$ cat src/rtl/pipe_adder_pkg.sv
// Shared constants and mode encoding for the segmented pipelined adder.
package pipe_adder_pkg;

  typedef enum logic {
    MODE_ADD = 1'b0,
    MODE_SUB = 1'b1
  } mode_e;

  localparam int DEF_WIDTH = 16;
  localparam int DEF_SEG   = 4;

endpackage

$ cat src/rtl/seg_adder.sv
// One SEG-bit ripple segment. Also exposes the carry into its MSB so the
// final segment can derive signed overflow as cmsb ^ cout.
module seg_adder #(
  parameter int SEG = 4
) (
  input  logic [SEG-1:0] a,
  input  logic [SEG-1:0] b,
  input  logic           cin,
  output logic [SEG-1:0] sum,
  output logic           cout,
  output logic           cmsb
);

  logic [SEG:0] t;

  // plain add with carry; the MSB carry-in is recovered from the sum bit
  always_comb begin
    t    = {1'b0, a} + {1'b0, b} + {{SEG{1'b0}}, cin};
    sum  = t[SEG-1:0];
    cout = t[SEG];
    cmsb = a[SEG-1] ^ b[SEG-1] ^ t[SEG-1];
  end

endmodule

$ cat src/rtl/pipe_adder.sv
// Segmented ripple-carry adder, one SEG-bit segment per pipeline stage.
// Unresolved upper operand bits ride along in shrinking registers while
// resolved sum bits accumulate in growing registers, so a beat's bits all
// leave the last stage together. Subtract is folded in at the input by
// inverting b and forcing the carry-in, so the mode needs no further
// storage. One shared enable stalls every stage at once.
module pipe_adder
  import pipe_adder_pkg::*;
#(
  parameter int WIDTH = DEF_WIDTH,
  parameter int SEG   = DEF_SEG
) (
  input  logic             clk,
  input  logic             rst_n,
  input  logic             in_valid,
  output logic             in_ready,
  input  logic [WIDTH-1:0] a,
  input  logic [WIDTH-1:0] b,
  input  logic             cin,
  input  logic             sub,
  output logic             out_valid,
  input  logic             out_ready,
  output logic [WIDTH-1:0] sum,
  output logic             cout,
  output logic             ovf
);

  localparam int STAGES = WIDTH / SEG;

  logic             adv;
  logic [STAGES:1]  vld_pipe;
  mode_e            mode;
  logic [WIDTH-1:0] b_eff;
  logic             c_eff;
  logic [WIDTH-1:0] sum_q;
  logic             cout_q;
  logic             ovf_q;

  assign mode  = mode_e'(sub);
  assign b_eff = (mode == MODE_SUB) ? ~b : b;
  assign c_eff = (mode == MODE_SUB) ? 1'b1 : cin;

  assign out_valid = vld_pipe[STAGES];
  assign adv       = !(out_valid && !out_ready);
  assign in_ready  = adv;

  assign sum  = sum_q;
  assign cout = cout_q;
  assign ovf  = ovf_q;

  // valid shift register; a bubble enters whenever in_valid is low
  always_ff @(posedge clk or negedge rst_n) begin
    if (!rst_n)   vld_pipe <= '0;
    else if (adv) vld_pipe <= {vld_pipe[STAGES-1:1], in_valid};
  end

  for (genvar k = 0; k < STAGES; k++) begin : g_stg
    // operand bits still unresolved on entry to stage k
    localparam int AW = WIDTH - k * SEG;

    logic [AW-1:0]        av;
    logic [AW-1:0]        bv;
    logic                 cv;
    logic [SEG-1:0]       ss;
    logic                 co;
    logic                 cm;
    logic [(k+1)*SEG-1:0] snext;

    if (k == 0) begin : g_in
      assign av    = a;
      assign bv    = b_eff;
      assign cv    = c_eff;
      assign snext = ss;
    end else begin : g_mid
      assign av    = g_stg[k-1].g_reg.a_q;
      assign bv    = g_stg[k-1].g_reg.b_q;
      assign cv    = g_stg[k-1].g_reg.c_q;
      assign snext = {ss, g_stg[k-1].g_reg.s_q};
    end

    seg_adder #(.SEG(SEG)) u_seg (
      .a    (av[SEG-1:0]),
      .b    (bv[SEG-1:0]),
      .cin  (cv),
      .sum  (ss),
      .cout (co),
      .cmsb (cm)
    );

    if (k < STAGES - 1) begin : g_reg
      logic [AW-SEG-1:0]    a_q;
      logic [AW-SEG-1:0]    b_q;
      logic                 c_q;
      logic [(k+1)*SEG-1:0] s_q;

      // hand the remaining operand bits, carry and partial sum to stage k+1
      always_ff @(posedge clk or negedge rst_n) begin
        if (!rst_n) begin
          a_q <= '0;
          b_q <= '0;
          c_q <= 1'b0;
          s_q <= '0;
        end else if (adv) begin
          a_q <= av[AW-1:SEG];
          b_q <= bv[AW-1:SEG];
          c_q <= co;
          s_q <= snext;
        end
      end
    end else begin : g_out
      // final stage: register the full result; held while stalled
      always_ff @(posedge clk or negedge rst_n) begin
        if (!rst_n) begin
          sum_q  <= '0;
          cout_q <= 1'b0;
          ovf_q  <= 1'b0;
        end else if (adv) begin
          sum_q  <= snext;
          cout_q <= co;
          ovf_q  <= co ^ cm;
        end
      end
    end
  end

endmodule

$ cat config.mk
export PLATFORM = sky130hd
export DESIGN_NAME = pipe_adder
export DESIGN_NICKNAME = d
export VERILOG_FILES = /design/src/rtl/pipe_adder_pkg.sv /design/src/rtl/seg_adder.sv /design/src/rtl/pipe_adder.sv
export SDC_FILE = /design/constraint.sdc
export NUM_CORES = 1
export LEC_CHECK = 0
export ABC_CLOCK_PERIOD_IN_PS = 2650
export CAP_MARGIN = 10
export CORE_AREA = 3 3 97 99
export DETAILED_ROUTE_END_ITERATION = 8
export DIE_AREA = 0 0 100 102
export GPL_ROUTABILITY_DRIVEN = 0
export HOLD_SLACK_MARGIN = 0.02
export PLACE_DENSITY_LB_ADDON = 0.3
export SYNTH_ARGS = -nofsm -noshare
export SYNTH_HDL_FRONTEND = slang
export SYNTH_SLANG_ARGS = --single-unit
$ cat constraint.sdc
create_clock -name clk -period 2.65 [get_ports clk]
set_input_delay 0.795 -clock clk [delete_from_list [all_inputs] [get_ports clk]]
set_output_delay 0.795 -clock clk [all_outputs]
set_load 0.005 [all_outputs]
== Word level (Yosys, flattened, before mapping) ==
Cells that the tools add are included.
Word-level totals
  bits in registers: 97
  output and inout bits: 20
  logic and storage cells: 33
  input port bits: 38
Operators by class
  multiplexer cells: 2
  add/sub/neg operators: 8
  bitwise logic cells: 4
  reduce and logical (&&, ||, !) cells: 3
Operator list (count)
  $add A4 B4 Y5: 4
  $add A5 B1 Y5: 4
  $mux W16: 1
  $not A16 Y16: 1
  $xor A1 B1 Y1: 3
  $logic_not A1 Y1: 2
  $logic_and A1 B1 Y1: 1
  $mux W1: 1

== Longest topological paths before layout ==
  depth after elaboration: 4
  depth in mapped cells: 8
  gate-level depth less buffers: 6

== Modules after synthesis ==
From an unflattened synthesis, not the netlist that was laid out.
Unflattened totals
  cells, all modules: 294
  area total of the unflattened synthesis: 4380.5 um2
Modules (own cells, without submodules)
  pipe_adder: seq. area each 2427.3 um2, cells an instance 226, area each 3812.4 um2, instances 1
  seg_adder (g_stg[0].u_seg ...): seq. area each 0.0 um2, cells an instance 17, area each 141.4 um2, instances 3
  seg_adder (g_stg[2].u_seg): seq. area each 0.0 um2, cells an instance 17, area each 143.9 um2, instances 1

== Worst setup path after synthesis ==
No wires, ideal clock.
  path kind: in2reg
  start: input port sub
  end: register g_stg[0].g_reg.c_q
  data required time: 2523 ps
  arrival time: 2543 ps
  path buffers: 2
  setup slack: -19 ps
  stages on the path: 8
  library setup time: 127 ps
  cells stage by stage: buf_4 buf_6 or2_2 fa_1 fa_1 a21o_1 a21oi_1 a21oi_1
On the way
  word-level cells in the longest chain between the ends: 3
  elaborated cells between the ends (all ways): 4
  those cells by class: add/sub (2); mux (2)
Ends and longest elaborated chain
  start, declared: RTL line pipe_adder.sv:20  | input logic sub,
  $mux W16: RTL line pipe_adder.sv:40  | assign b_eff = (mode == MODE_SUB) ? ~b : b;
  $add A4 B4 Y5: RTL line seg_adder.sv:18  | t = {1'b0, a} + {1'b0, b} + {{SEG{1'b0}}, cin};
  $add A5 B1 Y5 *: RTL line seg_adder.sv:18
  end signal, assigned: RTL line pipe_adder.sv:106  | c_q <= co;
  end, declared: RTL line pipe_adder.sv:93  | logic c_q;
Mark *: on every way between the ends. The rest lies on a longest branch, timed or not.
A chain may end at the register's enable or synchronous reset.

== Worst setup path in the final report ==
  start: input port out_ready
  end: output port in_ready
On the way
  word-level cells in the longest chain between the ends: 3
Ends and longest elaborated chain
  start, declared: RTL line pipe_adder.sv:22  | input logic out_ready,
  $logic_not A1 Y1: RTL line pipe_adder.sv:44  | assign adv = !(out_valid && !out_ready);
  $logic_and A1 B1 Y1: RTL line pipe_adder.sv:44
  $logic_not A1 Y1: RTL line pipe_adder.sv:44
  end, declared: RTL line pipe_adder.sv:16  | output logic in_ready,
Every way passes these cells.

==> results_tabular.tex <==
\begin{tabular}{lr}
\hline
Metric & Value \\
\hline
\multicolumn{2}{l}{\textbf{Run status}} \\
\quad Status & completed \\
\multicolumn{2}{l}{\textbf{Pwr}} \\
\quad LEAKAGE & 2.51 nW \\
\quad Total Power & 5.31 mW \\
\quad Sw frac & 35.0\% \\
\quad Peak VDD IR & 0.423 mV \\
\quad Sw Pwr & 1.86 mW \\
\quad Clock power frac & 15.2\% \\
\quad Pwr per Cell Area & 1060 nW/µm² \\
\quad Combinational group share of total power & 37.8\% \\
\quad Design internal power & 3.46 mW \\
\quad Sequential Power Share & 47.1\% \\
\multicolumn{2}{l}{\textbf{Final layout}} \\
\quad Filler cells & 790 \\
\quad Layout Cell Area excl Fill & 5030 µm² \\
\quad Area growth syn-to-layout & 17.7\% \\
\quad Layout cell share with drive strength beyond 1 & 4.77\% \\
\quad Net count reported at finish & 559 \\
\quad Antenna cell count & 0 \\
\multicolumn{2}{l}{\textbf{Logic synthesis}} \\
\quad Portion of synthesized cell area occupied by the leading cell type & 56.8\% \\
\quad Net Count, Synth & 508 \\
\quad Count of different cell masters after synthesis & 22 \\
\quad Yosys warns & 0 \\
\quad Number of instances in the synthesized netlist & 450 \\
\quad Biggest area contributors in the synthesized netlist & dfrtp\_1 57\%, nand2\_1 20\%, fa\_1 3.7\% \\
\quad Part of the Yosys area used for sequential elements & 56.8\% \\
\quad Number of synthesized register bits & 97 \\
\quad Leading area contributor after synthesis & dfrtp\_1 \\
\quad Synth Cell Area & 4280 µm² \\
\quad Syn Area/Cell & 9.50 µm² \\
\multicolumn{2}{l}{\textbf{Clocking}} \\
\quad CTS tree & yes \\
\quad CTS Buffer Depth & 2 \\
\quad TritonCTS buffer count & 9 \\
\quad Number of hold-repair buffers added at the cts stage & 0 \\
\quad H-tree depth & 3 \\
\quad Clk Tree Root Cell & clkbuf\_8 \\
\quad Clock latency reported for the late side of the worst-skew pair & 0.35 ns \\
\quad CTS Sinks & 97 \\
\quad Clock transition at the register clock pins on the worst setup and hold paths after CTS & 0.08 ns \\
\quad Number of buffers added for setup after CTS & 0 \\
\multicolumn{2}{l}{\textbf{Floorplan}} \\
\quad Chip width & 100 µm \\
\quad Initial standard-cell utilization of the core & 49.5\% \\
\quad Number of standard-cell rows in the floorplan & 34 \\
\quad Core area & 8640 µm² \\
\quad Total die area & 10200 µm² \\
\quad Boundary Pins & 58 \\
\quad Die height & 102 µm \\
\multicolumn{2}{l}{\textbf{Place}} \\
\quad Half-perimeter wire length of the detailed placement result & 4910 µm \\
\quad Number of buffer cells added on primary ports & 57 \\
\quad Placed Area & 4880 µm² \\
\multicolumn{2}{l}{\textbf{Drt}} \\
\quad Antenna Violating Nets Remaining & 0 \\
\quad First-pass iteration count of the detailed router & 4 \\
\quad Drt wl/cell & 12.0 µm \\
\quad Routed via count divided by cell count & 4.76 \\
\quad First-iteration detailed-routing DRC count & 149 \\
\quad Vias after detailed routing & 2908 \\
\quad Aggregate routed wire length & 7350 µm \\
\quad Number of remaining DRC errors & 0 \\
\multicolumn{2}{l}{\textbf{Setup path}} \\
\quad Crit-path cells & clkdlybuf4s50\_1, nor2b\_4, inv\_2, dlygate4sd2\_1 \\
\quad Slowest cell on the critical path & clkdlybuf4s50\_1 \\
\quad Register-to-Register Setup Slack & 0.66 ns \\
\quad Highest fanout seen on the critical path & 2 \\
\quad Largest stage delay, worst path & 0.44 ns \\
\quad Setup crit start kind & input port \\
\quad Reg2reg end & ovf \\
\quad Data required time at the worst endpoint & 1.86 ns \\
\quad Capturing element type of the critical path & output port \\
\quad Worst r2r src & g\_stg[2].g\_reg.a\_q[0] \\
\quad Crit Path Class & input port to output port \\
\quad Arrival @ worst endpoint & 1.69 ns \\
\quad Depth of the worst register-to-register path & 6 \\
\multicolumn{2}{l}{\textbf{STA}} \\
\quad Remaining max-slew budget at the tightest pin & 34.2\% \\
\quad Number of endpoints failing setup at the final stage & 0 \\
\quad Minimum clock period after layout & 2.49 ns \\
\quad Actual slew at the worst max-slew pin & 0.987 ns \\
\quad Final period utilization & 94.0\% \\
\quad RSZ-0062 raised after global routing & false \\
\quad Final Hold Vio Count & 0 \\
\quad Worst-case clock skew & 0.00840 ns \\
\quad Fmax & 402 MHz \\
\quad Final count of pins violating max slew & 0 \\
\multicolumn{2}{l}{\textbf{Global route}} \\
\quad First-pass GRT wire length & 13000 µm \\
\quad Overall track demand over capacity in global routing & 15.9\% \\
\quad Pin count of the biggest net entering global routing & 109 \\
\quad Via count of the first global-routing pass & 2924 \\
\quad Total grt overflow & 0 \\
\quad Number of antenna violations at the first check in global routing & 0 \\
\multicolumn{2}{l}{\textbf{Worst hold path}} \\
\quad Worst min-delay path category & input port to async pin \\
\multicolumn{2}{l}{\textbf{Job}} \\
\quad Number of max-cap violations & 0 \\
\hline
\end{tabular}
## flip-flops by register name (all words and copies together), names as in the netlist
name             flops
g_stg.g_reg.a_q     24
g_stg.g_reg.b_q     24
g_stg.g_reg.s_q     24
sum                 16
vld_pipe             4
g_stg.g_reg.c_q      3
cout                 1
ovf                  1
## synth_stat cells, drive strengths merged
library cell,n
nor2b,2
buf,20
nand2b,1
nand2,226
ha,12
dfrtp,97
a21oi,13
nor2,7
inv,5
o21ai,24
fa,8
xor2,8
or2,1
a21o,7
clkbuf,3
xnor2,16
## cell families (layout without fill, tap and decap cells)
kind of cell               after synthesis  count (layout)  synth area share, %
adders and majority gates               20              20                 7.26
xor gates and xnor gates                24              24                 4.92
buffers and inverters                   28              81                 4.24
and+or+nand+nor                        237             237                 21.1
DFF                                     97              97                 56.8
AOI/OAI and AO/OA                       44              44                 5.73
## worst max path at each step
stage	from	endpoint	cells after the start
after global routing	out_ready	in_ready	4
final	out_ready	in_ready	4
after global placement	sub	g_stg[0].g_reg.c_q	7
after CTS	sub	g_stg[0].g_reg.c_q	7
after floorplan	sub	g_stg[0].g_reg.c_q	8
after detailed placement	sub	g_stg[0].g_reg.c_q	7
## cell type report
type	instances	area [µm²]	area share [%]
inverters	5	18.8	0.373
clock buffers	12	145	2.88
well taps	108	135	2.68
flip-flops and latches	97	2430	48.2
multi-input cells	325	1680	33.3
repair buffers	63	627	12.5
clock inverters	1	5.00	0.0994
## power groups by stage
stage	Clock, mW	Sequential [mW]	Combinational (mW)
after floorplan	0	2.47	1.41
after global placement	0	2.51	1.97
after detailed placement	0	2.54	2.04
after CTS	0.833	2.51	2.05
after global routing	0.886	2.60	2.33
final	0.807	2.50	2.01
## cell usage in the layout (no fill, tap or decap), types with 2 or more instances in the layout
master and count:
o21ai_0 22, a21oi_1 11, xnor2_1 16, clkdlybuf4s50_1 54, inv_1 4, dfrtp_1 97
a21oi_2 2, clkbuf_1 2, o21ai_1 2, xor2_1 8, nand2_1 226, fa_1 7
buf_4 6, nor2_1 7, a21o_1 7, clkbuf_8 10, ha_1 12
## metrics by stage
stage / utilization (%) / instances / hold slack [ns] / worst slack (ns) / TNS, ns
after floorplan: - / 450 / 0.430 / 0.0283 / 0
after global placement: 56.5 / 598 / 0.446 / -0.323 / -0.966
after detailed placement: 56.5 / 598 / 0.448 / -0.334 / -1.04
after CTS: 58.3 / 611 / 0.410 / 0.0467 / 0
after global routing: 58.3 / 611 / 0.423 / 0.120 / 0
final: 58.3 / 611 / 0.402 / 0.160 / 0
## worst max-delay path, delay by kind of cell
kind	cells	cell delay, ns
simple gates	1	0.15
buf+inv	3	0.74
## layer usage
layer	wire length [µm]	track usage [%]
met2	3410	26.8
met1	3510	20.8
met3	357	4.30
met5	0	0
met4	65	3.73
## what timing repair did
action | 4_1_cts | 5_1_grt
resized for setup | 1 | 1
pin swaps | 0 | 0
endpoints found under the setup margin | 1 | 1
(Power assumes the default switching activity.)
==> RTL edit 1, RTL diff (config.mk and constraints unchanged) <==
Make the reset (`rst_n`) synchronous in 3 clocked blocks.
--- a/src/rtl/pipe_adder.sv
+++ b/src/rtl/pipe_adder.sv
@@ -51,3 +51,3 @@
   // valid shift register; a bubble enters whenever in_valid is low
-  always_ff @(posedge clk or negedge rst_n) begin
+  always_ff @(posedge clk) begin
     if (!rst_n)   vld_pipe <= '0;
@@ -96,3 +96,3 @@
       // hand the remaining operand bits, carry and partial sum to stage k+1
-      always_ff @(posedge clk or negedge rst_n) begin
+      always_ff @(posedge clk) begin
         if (!rst_n) begin
@@ -111,3 +111,3 @@
       // final stage: register the full result; held while stalled
-      always_ff @(posedge clk or negedge rst_n) begin
+      always_ff @(posedge clk) begin
         if (!rst_n) begin
Formal check against the unedited RTL: differs if rst_n is asserted again (counterexample within 10 cycles, from zero or initial values and one cycle with rst_n low); with rst_n held inactive, the same outputs for 10 cycles.
==> RTL edit 1 against the original RTL <==
Register-to-register slack improved by 0.24 ns; synthesized area fell by 1.1%; die area is the same; final area down 0.32%; critical path depth unchanged; wire length up 7.3%; setup slack lost 0.046 ns; synthesized cell count is 5.6% higher; sequential cell count stayed put; fmax decreased by 1.8%.
Power is not compared: it rests on default switching activity, and its combinational part moved more than twofold at a synthesized area within 25%.
==> RTL edit 1: results (changes against the original RTL) <==
----------------------------------------------------
[Placement]
  Count of buffers inserted at the top-level ports ... 57 (unchanged)
  Worst slack at placement ... -0.136 ns (+0.197 ns)
  Instance area after placement ... 4830 µm² (-1.1%)
  Post-DP HPWL ... 5340 µm (+8.8%)

[Detailed routing]
  Max layer used ... met4
  Number of design-rule violations left by the first detailed-router iteration ... 162 (+8.7%)
  Sum of met2 wire segment lengths after detailed routing ... 3560 µm (+4.4%)
  Detailed-route wire length ... 7880 µm (+7.3%)
  Routed wire length on met3 ... 350 µm (-2.0%)
  M1 WL ... 3820 µm (+8.6%)
  Vias per std cell ... 5.08 (+6.7%)
  Pre-Repair DR Iteration Count ... 4 (unchanged)

[Status]
  Run status ... complete, no violations

[Worst hold path]
  Worst hold path type ... flip-flop to flip-flop
  Worst Hold Endpoint ... g_stg[1].g_reg.s_q[1]$_SDFFE_PN0N_
  Hold Crit Depth ... 2

[Synthesis]
  Primary FF master, synth ... sky130_fd_sc_hd__dfxtp_1
  Most area-consuming cells after synthesis ... sky130_fd_sc_hd__dfxtp_1 46%, sky130_fd_sc_hd__nand2_1 14%, sky130_fd_sc_hd__a21boi_0 9.6%
  Number of nets produced by synthesis ... 533 (+4.9%)
  Unique masters post-synth ... 31 (+41%)
  Proportion of synthesized chip area in sequential cells ... 45.9% (-11 points)
  Share of flip-flops with an asynchronous set or reset ... 0% (-100 points)
  Commonest cells post-synth ... 162 x sky130_fd_sc_hd__nand2_1, 97 x sky130_fd_sc_hd__dfxtp_1, 54 x sky130_fd_sc_hd__a21boi_0

[Global routing]
  Global-route wire length before repair ... 13,600 µm (+4.7%)
  Global-route usage over all layers ... 16.5% (+0.59 points)
  Via count of the first global-routing pass ... 3,012 (+3.0%)
  Maximum number of pins on one net before global-route repair ... 105 (-3.7%)
  Antenna violations before repair ... 0 (unchanged)

[Cells and area]
  Proportion of layout cells with a drive suffix above 1 ... 5.01% (+0.24 points)
  Fin nets ... 573 (+2.5%)
  Final antenna diode count ... 0 (unchanged)

[STA]
  Final Skew ... 0.0122 ns (+0.00380 ns)
  Slack of the critical path ... 0.114 ns (-0.0459 ns)
  Worst rel slew slack ... 49.2% (+15 points)

[Setup path]
  Worst Path Max Fanout ... 2 (unchanged)
  FF-to-FF Start ... g_stg[1].g_reg.a_q[0]$_SDFFE_PN0N_
  Worst R2R End ... g_stg[2].g_reg.s_q[10]$_SDFFE_PN0N_
  Length in cells of the worst reg-to-reg path ... 5 (-1)
  Arrival @ worst endpoint ... 1.74 ns (+0.05 ns)
  FF-to-FF setup slack ... 0.90 ns (+0.24 ns)

[CTS]
  Clock root buffer ... sky130_fd_sc_hd__clkbuf_8

[Pwr]
  Leakage power summed over all cells ... 0.00209 µW

----------------------------------------------------
-- RTL edit 1: cell count changes in the layout (fill, tap and decap cells not counted), moves of 4 or more --
cell | unedited run | this run
sky130_fd_sc_hd__a21boi_0 | 0 | 54
sky130_fd_sc_hd__a21boi_1 | 0 | 17
sky130_fd_sc_hd__dfrtp_1 | 97 | 0
sky130_fd_sc_hd__dfxtp_1 | 0 | 97
sky130_fd_sc_hd__inv_1 | 4 | 9
sky130_fd_sc_hd__nand2_1 | 226 | 162
sky130_fd_sc_hd__nor2_1 | 7 | 3
sky130_fd_sc_hd__o211a_1 | 0 | 17
sky130_fd_sc_hd__o21ai_0 | 22 | 6
-- RTL edit 1: cell type report --
class / count / area [µm²]
fillers: 768 / 3620
multi-input cells: 334 / 2080
well taps: 108 / 135
clock inverters: 3 / 25.0
repair buffers: 63 / 634
inverters: 10 / 38.8
clock buffers: 12 / 165
flip-flops and latches: 97 / 1940
-- RTL edit 1: cells by family after synthesis --
kind of cell	count (synthesis)	share of synthesized area (%)
adders and majority gates	20	7.33
DFF	97	45.9
xor gates and xnor gates	21	4.35
AOI/OAI and AO/OA	114	20.5
buffers and inverters	44	5.00
and+or+nand+nor	179	16.9
-- RTL edit 1: layer usage --
layer / global-route usage, % / up-vias
li1: - / 1636
met5: 0 / -
met3: 2.73 / 12
met4: 7.88 / 0
met2: 26.1 / 71
met1: 22.2 / 1465
-- RTL edit 1: what timing repair did --
item / 4_1_cts / 5_1_grt
hold endpoints to repair: 0 / 0
setup buffers: 0 / 0
resized for setup: 1 / 0
setup endpoints to repair: 1 / 0
-- RTL edit 1: metrics by stage --
step / util, % / power (µW) / instances / TNS (ns) / hold slack [ns]
2_1_floorplan: - / 1850 / 475 / 0 / 0.431
3_3_place_gp: 55.9 / 1990 / 612 / -0.137 / 0.442
3_5_place_dp: 55.9 / 2000 / 612 / -0.376 / 0.445
4_1_cts: 58.1 / 2900 / 627 / 0 / 0.456
5_1_grt: 58.1 / 3020 / 627 / 0 / 0.478
6_report: 58.1 / 2870 / 627 / 0 / 0.456
-- RTL edit 1: worst max-delay path, stage by stage --
cell and delay [ns]:
sky130_fd_sc_hd__clkdlybuf4s50_1 0.44, sky130_fd_sc_hd__nor2b_4 0.18, sky130_fd_sc_hd__clkinv_2 0.07, sky130_fd_sc_hd__dlygate4sd2_1 0.26
-- RTL edit 1: power by group --
group          leakage (µW)  total (µW)  internal (µW)  switching [µW]
clock             0.0000947         904            417             487
combinational       0.00120         358            199             160
sequential         0.000797        1610           1550            54.3
==> RTL edit 2, RTL diff (same flow settings) <==
Without the edit above. Put one more register stage on the output `ovf`, with the module's reset. The value now appears one clock later. The other outputs are not delayed to match.
--- a/src/rtl/pipe_adder.sv
+++ b/src/rtl/pipe_adder.sv
@@ -48,3 +48,9 @@
   assign cout = cout_q;
-  assign ovf  = ovf_q;
+  always_ff @(posedge clk or negedge rst_n) begin
+    if (!rst_n) begin
+      ovf <= '0;
+    end else begin
+      ovf <= ovf_q;
+    end
+  end
 
Formal check against the unedited RTL: not equivalent (a bounded check fails within 10 cycles, from zero or initial values and one cycle with rst_n low).
==> RTL edit 2 against the original RTL <==
First-iteration DRC count decreased by 2.7%; sequential cell count up 1; final area increased by 1.2%; synthesized area is 0.73% higher; power increased by 1.2%; setup slack got worse by 0.015 ns; wire length fell by 1.0%.
==> RTL edit 2: results (changes against the original RTL) <==
----------------------------------------------------
[Status]
  Run status ... complete, no violations

[Synthesis]
  Number of nets produced by synthesis ... 508 (unchanged)
  Commonest cells post-synth ... 225 x sky130_fd_sc_hd__nand2_1, 98 x sky130_fd_sc_hd__dfrtp_1, 20 x sky130_fd_sc_hd__o21ai_0
  Most area-consuming cells after synthesis ... sky130_fd_sc_hd__dfrtp_1 57%, sky130_fd_sc_hd__nand2_1 20%, sky130_fd_sc_hd__fa_1 3.7%
  Unique masters post-synth ... 22 (unchanged)
  Synthesis Warnings ... 0 (unchanged)
  Proportion of synthesized chip area in sequential cells ... 56.9% (+0.17 points)
  Share of flip-flops with an asynchronous set or reset ... 100% (unchanged)

[Detailed routing]
  Sum of met2 wire segment lengths after detailed routing ... 3510 µm (+3.0%)
  Vias per std cell ... 4.75 (about the same)
  Detailed-route wire length ... 7270 µm (-1.0%)
  Routed wire length on met3 ... 268 µm (-25%)
  Number of design-rule violations left by the first detailed-router iteration ... 145 (-2.7%)
  Pre-Repair DR Iteration Count ... 4 (unchanged)
  M1 WL ... 3340 µm (-5.0%)

[STA]
  Minimum clock period ... 2.50 ns (+0.0150 ns)
  Final Skew ... 0.0120 ns (+0.00362 ns)
  Transition time at the pin with the least slew margin ... 0.816 ns (-0.171 ns)
  Hold Worst Slack ... 0.387 ns (-0.0155 ns)

[Placement]
  Worst slack at placement ... -0.371 ns (-0.0377 ns)
  Post-DP HPWL ... 4990 µm (+1.6%)
  Count of buffers inserted at the top-level ports ... 57 (unchanged)

[Cells and area]
  Fin nets ... 562 (+0.54%)
  Proportion of layout cells with a drive suffix above 1 ... 5.71% (+0.94 points)
  Registers with the most flip-flops ... g_stg.g_reg.a_q: 24 flops, g_stg.g_reg.b_q: 24 flops, g_stg.g_reg.s_q: 24 flops
  Number of fill cells ... 768 (-2.8%)

[CTS]
  Number of H-tree levels ... 3 (unchanged)

[Global routing]
  Global-route wire length before repair ... 12,800 µm (-1.4%)
  Global-route usage over all layers ... 15.7% (-0.18 points)
  Via count of the first global-routing pass ... 2,909 (-0.51%)
  Antenna violations before repair ... 0 (unchanged)
  Maximum number of pins on one net before global-route repair ... 99 (-9.2%)

[Setup path]
  Length in cells of the worst reg-to-reg path ... 5 (-1)
  FF-to-FF setup slack ... 0.78 ns (+0.12 ns)
  CP max stage cell ... sky130_fd_sc_hd__clkdlybuf4s50_1
  Worst Path Max Fanout ... 2 (unchanged)
  Arrival @ worst endpoint ... 1.71 ns (+0.02 ns)
  Biggest cell delay along the critical path ... 0.44 ns (about the same)

[Pwr]
  Maximum vdd ir drop ... 0.000369 V (-13%)
  Leakage power summed over all cells ... 0.00253 µW (+0.83%)
  Switching power total ... 1900 µW (+2.1%)

[Worst hold path]
  Hold Crit Depth ... 0
  Worst hold path type ... flip-flop to flip-flop

----------------------------------------------------
-- RTL edit 2: power groups by stage --
stage                     logic, µW  clock network, µW  registers [µW]
after floorplan                1430                  0            2490
after global placement         1990                  0            2540
after detailed placement       2050                  0            2570
after CTS                      2070                845            2540
after global routing           2370                898            2620
final                          2030                818            2530
-- RTL edit 2: final timing paths --
path                                              startpoint                           endpoint
max                                                out_ready                           in_ready
min                                        ovf_q$_DFFE_PN0N_                      ovf$_DFF_PN0_
max reg2reg                g_stg[1].g_reg.a_q[0]$_DFFE_PN0N_     g_stg[2].g_reg.c_q$_DFFE_PN0N_
min reg2reg                                ovf_q$_DFFE_PN0N_                      ovf$_DFF_PN0_
max in group asynchronous                              rst_n  g_stg[0].g_reg.b_q[4]$_DFFE_PN0N_
min in group asynchronous                              rst_n                      ovf$_DFF_PN0_
-- RTL edit 2: cells by family (layout without fill, tap and decap cells) --
family	Yosys count	count (layout)	synth area share, %
AOI/OAI and AO/OA	43	43	5.58
and+or+nand+nor	237	237	21.1
xor gates and xnor gates	25	25	5.08
adders and majority gates	20	20	7.20
buffers and inverters	27	85	4.15
DFF	98	98	56.9
-- RTL edit 2: critical path: cells and delay by family --
family / cells / cell delay, ns
buffers and inverters: 3 / 0.73
and+or+nand+nor: 1 / 0.18
-- RTL edit 2: area by class of cell --
type | instances | area, µm² | share of cell area [%]
multi-input combinational | 325 | 1680 | 33.0
clock buffer | 10 | 128 | 2.51
timing repair buffer | 66 | 649 | 12.7
tap | 108 | 135 | 2.65
inverter | 4 | 17.5 | 0.344
clock inverter | 5 | 32.5 | 0.639
sequential | 98 | 2450 | 48.1
-- RTL edit 2: metal layers --
| layer | global-route usage, % | vias up |
|---|---|---|
| met2 | 26.9 | 55 |
| met5 | 0 | - |
| met3 | 2.73 | 11 |
| met1 | 20.0 | 1353 |
| li1 | - | 1510 |
| met4 | 6.42 | 0 |
-- RTL edit 2: repair_timing --
action | CTS | global route
pin swaps | 0 | 0
setup endpoints to repair | 1 | 1
cloned | 0 | 0
resized for setup | 1 | 1
buffers inserted | 1 | 0
-- RTL edit 2: through the flow --
step | setup TNS, ns | total power (µW) | util [%] | instance area, µm² | cells
2_1_floorplan | 0 | 3920 | - | 4310 | 450
3_5_place_dp | -1.01 | 4620 | 57.0 | 4920 | 600
3_3_place_gp | -0.796 | 4530 | 57.0 | 4920 | 600
4_1_cts | 0 | 5450 | 59.0 | 5090 | 616
5_1_grt | 0 | 5890 | 59.0 | 5090 | 616
6_report | 0 | 5380 | 59.0 | 5090 | 616
